[config.mk]
export PLATFORM = sky130hd
export DESIGN_NAME = byte_word_assembler
export DESIGN_NICKNAME = d
export VERILOG_FILES = /design/src/rtl/byte_word_assembler.sv
export SDC_FILE = /design/constraint.sdc
export NUM_CORES = 1
export LEC_CHECK = 0
export CORE_MARGIN = 5
export CORE_UTILIZATION = 51
export CTS_CLUSTER_SIZE = 28
export DETAILED_ROUTE_END_ITERATION = 7
export GPL_TIMING_DRIVEN = 0
export PLACE_DENSITY = 0.81
export SLEW_MARGIN = 20
export SYNTH_ARGS = -nofsm -noshare
export SYNTH_HDL_FRONTEND = slang
export SYNTH_SLANG_ARGS = --single-unit
[constraint.sdc]
create_clock -name clk -period 2.9 [get_ports clk]
set_clock_uncertainty 0.1 [all_clocks]
set_input_delay 0.87 -clock clk [delete_from_list [all_inputs] [get_ports clk]]
set_output_delay 0.87 -clock clk [all_outputs]
set_load 0.05 [all_outputs]
[src/rtl/byte_word_assembler.sv]
// Packs a stream of received bytes into one NUM_BYTES-wide word, first byte in the MSB lane.
// Partial words are padded with PAD_BYTE and emitted on idle timeout or flush.
module byte_word_assembler #(
  parameter int         NUM_BYTES      = 6,
  parameter int         TIMEOUT_CYCLES = 1000,
  parameter logic [7:0] PAD_BYTE       = 8'h00
) (
  input  logic                             clk,
  input  logic                             rst_n,
  input  logic [7:0]                       byte_in,
  input  logic                             byte_valid,
  output logic                             byte_ready,
  input  logic                             flush,
  output logic [8*NUM_BYTES-1:0]           data_out,
  output logic                             data_valid,
  output logic                             partial,
  output logic [$clog2(NUM_BYTES+1)-1:0]   byte_cnt
);

  localparam int CNT_W  = $clog2(NUM_BYTES + 1);
  localparam int IDLE_W = $clog2(TIMEOUT_CYCLES + 1);
  localparam int WORD_W = 8 * NUM_BYTES;

  typedef enum logic [1:0] {
    ST_IDLE = 2'd0,
    ST_FILL = 2'd1,
    ST_EMIT = 2'd2
  } state_t;

  state_t              state_r;
  state_t              next_state_s;
  logic [WORD_W-1:0]   word_r;
  logic [WORD_W-1:0]   word_s;
  logic [WORD_W-1:0]   next_word_s;
  logic [CNT_W-1:0]    byte_cnt_r;
  logic [CNT_W-1:0]    next_cnt_s;
  logic [CNT_W-1:0]    cnt_inc_s;
  logic [IDLE_W-1:0]   idle_r;
  logic [IDLE_W-1:0]   next_idle_s;
  logic [IDLE_W-1:0]   idle_inc_s;
  logic                next_partial_s;
  logic                accept_s;
  logic                full_s;
  logic                ready_r;
  logic [WORD_W-1:0]   data_out_r;
  logic                data_valid_r;
  logic                partial_r;

  assign accept_s   = byte_valid && ready_r;
  assign cnt_inc_s  = byte_cnt_r + CNT_W'(1);
  assign full_s     = (cnt_inc_s == CNT_W'(NUM_BYTES));
  assign idle_inc_s = (idle_r == IDLE_W'(TIMEOUT_CYCLES)) ? idle_r : idle_r + IDLE_W'(1);

  // Lane buffer with the incoming byte merged into the lane selected by byte_cnt
  always_comb begin
    word_s = word_r;
    for (int i = 0; i < NUM_BYTES; i++) begin
      word_s[8*(NUM_BYTES-1-i) +: 8] = (accept_s && (byte_cnt_r == CNT_W'(i))) ?
                                       byte_in : word_r[8*(NUM_BYTES-1-i) +: 8];
    end
  end

  // Next-state and datapath update decisions
  always_comb begin
    next_state_s   = state_r;
    next_word_s    = word_r;
    next_cnt_s     = byte_cnt_r;
    next_idle_s    = idle_r;
    next_partial_s = partial_r;
    case (state_r)
      ST_IDLE: begin
        if (accept_s) begin
          next_word_s = word_s;
          next_cnt_s  = cnt_inc_s;
          next_idle_s = {IDLE_W{1'b0}};
          if (full_s) begin
            next_state_s   = ST_EMIT;
            next_partial_s = 1'b0;
          end else begin
            next_state_s = ST_FILL;
          end
        end else begin
          next_state_s = ST_IDLE;
        end
      end
      ST_FILL: begin
        if (accept_s) begin
          next_word_s = word_s;
          next_cnt_s  = cnt_inc_s;
          next_idle_s = {IDLE_W{1'b0}};
          if (full_s) begin
            next_state_s   = ST_EMIT;
            next_partial_s = 1'b0;
          end else if (flush) begin
            next_state_s   = ST_EMIT;
            next_partial_s = 1'b1;
          end else begin
            next_state_s = ST_FILL;
          end
        end else begin
          next_idle_s = idle_inc_s;
          // Unfilled lanes already hold PAD_BYTE, so a padded emit needs no extra merge
          if (flush || (idle_inc_s >= IDLE_W'(TIMEOUT_CYCLES))) begin
            next_state_s   = ST_EMIT;
            next_partial_s = 1'b1;
          end else begin
            next_state_s = ST_FILL;
          end
        end
      end
      ST_EMIT: begin
        next_state_s = ST_IDLE;
        next_word_s  = {NUM_BYTES{PAD_BYTE}};
        next_cnt_s   = {CNT_W{1'b0}};
        next_idle_s  = {IDLE_W{1'b0}};
      end
      default: begin
        next_state_s = ST_IDLE;
        next_word_s  = {NUM_BYTES{PAD_BYTE}};
        next_cnt_s   = {CNT_W{1'b0}};
        next_idle_s  = {IDLE_W{1'b0}};
      end
    endcase
  end

  // State, lane buffer and counters
  always_ff @(posedge clk or negedge rst_n) begin
    if (!rst_n) begin
      state_r    <= ST_IDLE;
      word_r     <= {NUM_BYTES{PAD_BYTE}};
      byte_cnt_r <= {CNT_W{1'b0}};
      idle_r     <= {IDLE_W{1'b0}};
    end else begin
      state_r    <= next_state_s;
      word_r     <= next_word_s;
      byte_cnt_r <= next_cnt_s;
      idle_r     <= next_idle_s;
    end
  end

  // Registered outputs, all updated on the edge that enters EMIT
  always_ff @(posedge clk or negedge rst_n) begin
    if (!rst_n) begin
      ready_r      <= 1'b0;
      data_out_r   <= {WORD_W{1'b0}};
      data_valid_r <= 1'b0;
      partial_r    <= 1'b0;
    end else begin
      ready_r      <= (next_state_s != ST_EMIT);
      data_valid_r <= (next_state_s == ST_EMIT);
      if (next_state_s == ST_EMIT) begin
        data_out_r <= next_word_s;
        partial_r  <= next_partial_s;
      end else begin
        data_out_r <= data_out_r;
        partial_r  <= partial_r;
      end
    end
  end

  assign byte_ready = ready_r;
  assign data_out   = data_out_r;
  assign data_valid = data_valid_r;
  assign partial    = partial_r;
  assign byte_cnt   = byte_cnt_r;

endmodule
==> results by group <==
Die
  • Die ar.: 11500 um2
  • Boundary pin count: 66
  • Core ar.: 9240 um2
  • Die Span X: 107 um
  • Die Y: 107 um
  • Starting Density: 52.3%
  • Cell Rows: 35

Yosys
  • #FFs+latches synth: 114
  • Seq/Total Area, Yosys: 59.1%
  • Post-Synthesis Cells: 436
  • Post-synth EDFFs: 0
  • Synth Flop Type: dfrtp_1
  • Netlist cell types: 41
  • Top post-synthesis cells by count: dfrtp_1, nand2_1, a21oi_1
  • Largest cells by area after synthesis: dfrtp_1, nand2_1, mux2_1
  • Area leader, netlist: dfrtp_1
  • Top-count cell post-synth: dfrtp_1
  • Cell area after synthesis: 4830 um2
  • Post-synth net total: 456
  • Mapped Avg Cell Area: 11.1 um2
  • Post-synth ARST share: 100%
  • Top cell type's share of synthesized area: 59.1%
  • YS warnings: 0

Critical path
  • Max stage delay on crit path: 0.57 ns
  • CP startpoint kind: input port
  • Cell Chain, Critical Path: clkdlybuf4s50_1, and2_4, or4_4, o31ai_4, buf_6, buf_6, mux2_1
  • Critical Path End Type: flip-flop
  • Arr. time, crit path: 3.13 ns
  • CP most frequent cell: buf_6
  • Highest fanout seen on the critical path: 10
  • CP max stage cell: or4_4
  • CP delay by family, top: simple AND/OR/NAND/NOR gates
  • CP required: 3.18 ns
  • CP Buf/Inv Count: 3
  • Crit path kind: input port to flip-flop

Routing
  • Drc violations: 0
  • Detailed Routing Iterations Pass 1: 7
  • Routed vias/inst: 5.44
  • Routed wire length: 11400 um
  • Post-route ant nets: 0
  • Routed length per instance: 17.1 um
  • DRT iter0 DRCs: 206
  • Vias: 3615

Power and ir drop
  • Pint: 4710 uW
  • Logic pwr share: 39.8%
  • Sw Pwr: 3110 uW
  • Flop pwr share: 31.9%
  • Switching part of the total power: 39.7%
  • Maximum VDD drop: 804 uV
  • PD cells: 1240 nW/um2
  • Pleak: 0.00288 uW
  • Clock Power Share: 28.3%

CTS
  • CTS tree: yes
  • CTS Hold Bufs: 0
  • Clock transition at path regs: 0.06 ns
  • # H-tree levels: 4
  • CTS Root Buffer Type: clkbuf_8
  • CTS sink cnt: 114
  • TritonCTS Buffers: 17
  • Worst-skew pair later-pin latency: 0.51 ns
  • CTS Buffer Depth: 2

Final layout
  • Non-filler cells, final: 664
  • Util after Layout: 68.4%
  • Post-route cell area: 6320 um2
  • Share of cells above drive strength 1: 13.5%
  • Number of diodes: 0
  • Area grow syn2layout: 30.9%
  • Layout Nets: 542

Timing
  • Max-slew violations: 0
  • Setup TNS: 0 ns
  • Least-Margin Pin Slew: 0.535 ns
  • Endpoints failing hold: 0
  • RSZ-0062 raised after global routing: false
  • Fin crit period: 2.85 ns
  • Final period utilization: 98.4%
  • # setup viols final: 0
  • Final worst slack: 0.0474 ns
  • Normalized max-slew margin: 64.2%
  • Fmax: 351 MHz

Global route
  • Met2 Use GR: 33.7%
  • GR Util met3: 5.76%
  • Vias in the first global route: 3792
  • Met1 Use GR: 27.0%
  • Initial antenna violation count: 0
  • GRT Total Usage: 21.1%
  • First-pass GRT wire length: 19000 um
  • Busiest grt layer: met2
  • Grt ovf: 0
  • Largest net degree at the start of global routing: 66

Run
  • Max_cap viols: 0

Place
  • Placement Cell Area: 5670 um2
  • Place WS: -0.704 ns
  • Placer congestion estimate: 0.873
  • Placed insts: 631
  • Port bufs: 65
  • Dpl hpwl: 7350 um

Min path
  • Hold WC Path Type: input port to asynchronous set/reset pin

Status
  • Status: complete, no violations
flip-flops by register name, indices dropped and copies added, names as in the netlist:
register and cells:
state_r 2, idle_r 10, byte_ready 1, word_r 48, data_valid 1, data_out 48, byte_cnt 3, partial 1
routing by layer:
metal	wire length (um)	vias up
li1	-	1657
met1	4690	1791
met4	280	0
met2	5580	137
met5	0	-
met3	825	30
logic make-up (layout without fill, tap and decap cells):
logic type               Yosys count  count (layout)  share of synthesized area [%]
buffers and inverters             31             130                           3.29
flip-flops                       114             114                           59.1
AO/OA/AOI/OAI                     64              64                           7.77
adder cells (fa/ha/maj)            8               8                           2.07
multiplexers                      50              50                           11.6
XOR/XNOR                          10              10                           1.81
AND/OR/NAND/NOR                  159             159                           14.4
layout by cell type (no fill, tap or decap), types with 2 or more instances in the layout:
cell / Yosys / layout
clkdlybuf4s50_1: 0 / 63
ha_1: 8 / 8
nand2b_1: 3 / 3
clkinvlp_4: 0 / 2
a21oi_1: 52 / 52
or3_1: 2 / 2
buf_6: 5 / 7
and2_1: 4 / 3
o31ai_1: 2 / 2
dfrtp_1: 114 / 114
mux2i_1: 2 / 2
buf_2: 3 / 3
nor2_1: 18 / 18
xor2_1: 5 / 5
nand4_1: 3 / 3
and3_1: 3 / 3
inv_6: 0 / 7
nand3_1: 15 / 15
bufinv_16: 0 / 4
clkbuf_16: 0 / 16
inv_1: 7 / 7
nand2_1: 102 / 102
xnor2_1: 5 / 5
a21o_1: 2 / 2
mux2_2: 23 / 23
mux2_1: 25 / 25
clkbuf_1: 14 / 13
cell type report:
cell class | count | area (um2)
clock inverter | 15 | 216
buffer | 23 | 129
clock buffer | 17 | 414
sequential | 114 | 2850
multi-input combinational | 291 | 1820
inverter | 7 | 26.3
fill | 662 | 2920
tap | 129 | 161
timing repair buffer | 68 | 701
per-stage QoR:
stage | total power, uW | hold slack, ns
2_1_floorplan | 4560 | 0.396
3_3_place_gp | 5480 | 0.367
3_5_place_dp | 5580 | 0.374
4_1_cts | 7860 | 0.210
5_1_grt | 8220 | 0.226
6_report | 7820 | 0.199
power by group through the flow:
stage | clock network, uW | logic (uW) | registers, uW
final | 2210 | 3120 | 2490
after detailed placement | 0 | 3070 | 2510
after floorplan | 0 | 1090 | 3460
after CTS | 2230 | 3130 | 2490
after global routing | 2330 | 3330 | 2560
after global placement | 0 | 3000 | 2470
path summary, 6_finish.rpt:
check	slack (ns)	depth (start not counted)	start	endpoint
setup / recovery	0.05	7	byte_valid	data_out[9]$_DFFE_PN0N_
hold / removal	0.20	1	rst_n	idle_r[0]$_DFFE_PN0N_
setup reg to reg	0.13	8	idle_r[0]$_DFFE_PN0N_	data_out[9]$_DFFE_PN0N_
hold reg to reg	0.38	1	data_out[27]$_DFFE_PN0N_	data_out[27]$_DFFE_PN0N_
max in group asynchronous	1.84	2	rst_n	data_out[20]$_DFFE_PN0N_
min in group clk	0.38	1	data_out[27]$_DFFE_PN0N_	data_out[27]$_DFFE_PN0N_
what timing repair did:
| item | 4_1_cts | 5_1_grt |
|---|---|---|
| resized for setup | 2 | 2 |
| buffers inserted | 2 | 0 |
| pin swaps | 1 | 0 |
| endpoints found under the setup margin | 48 | 2 |
(Power assumes the default switching activity.)
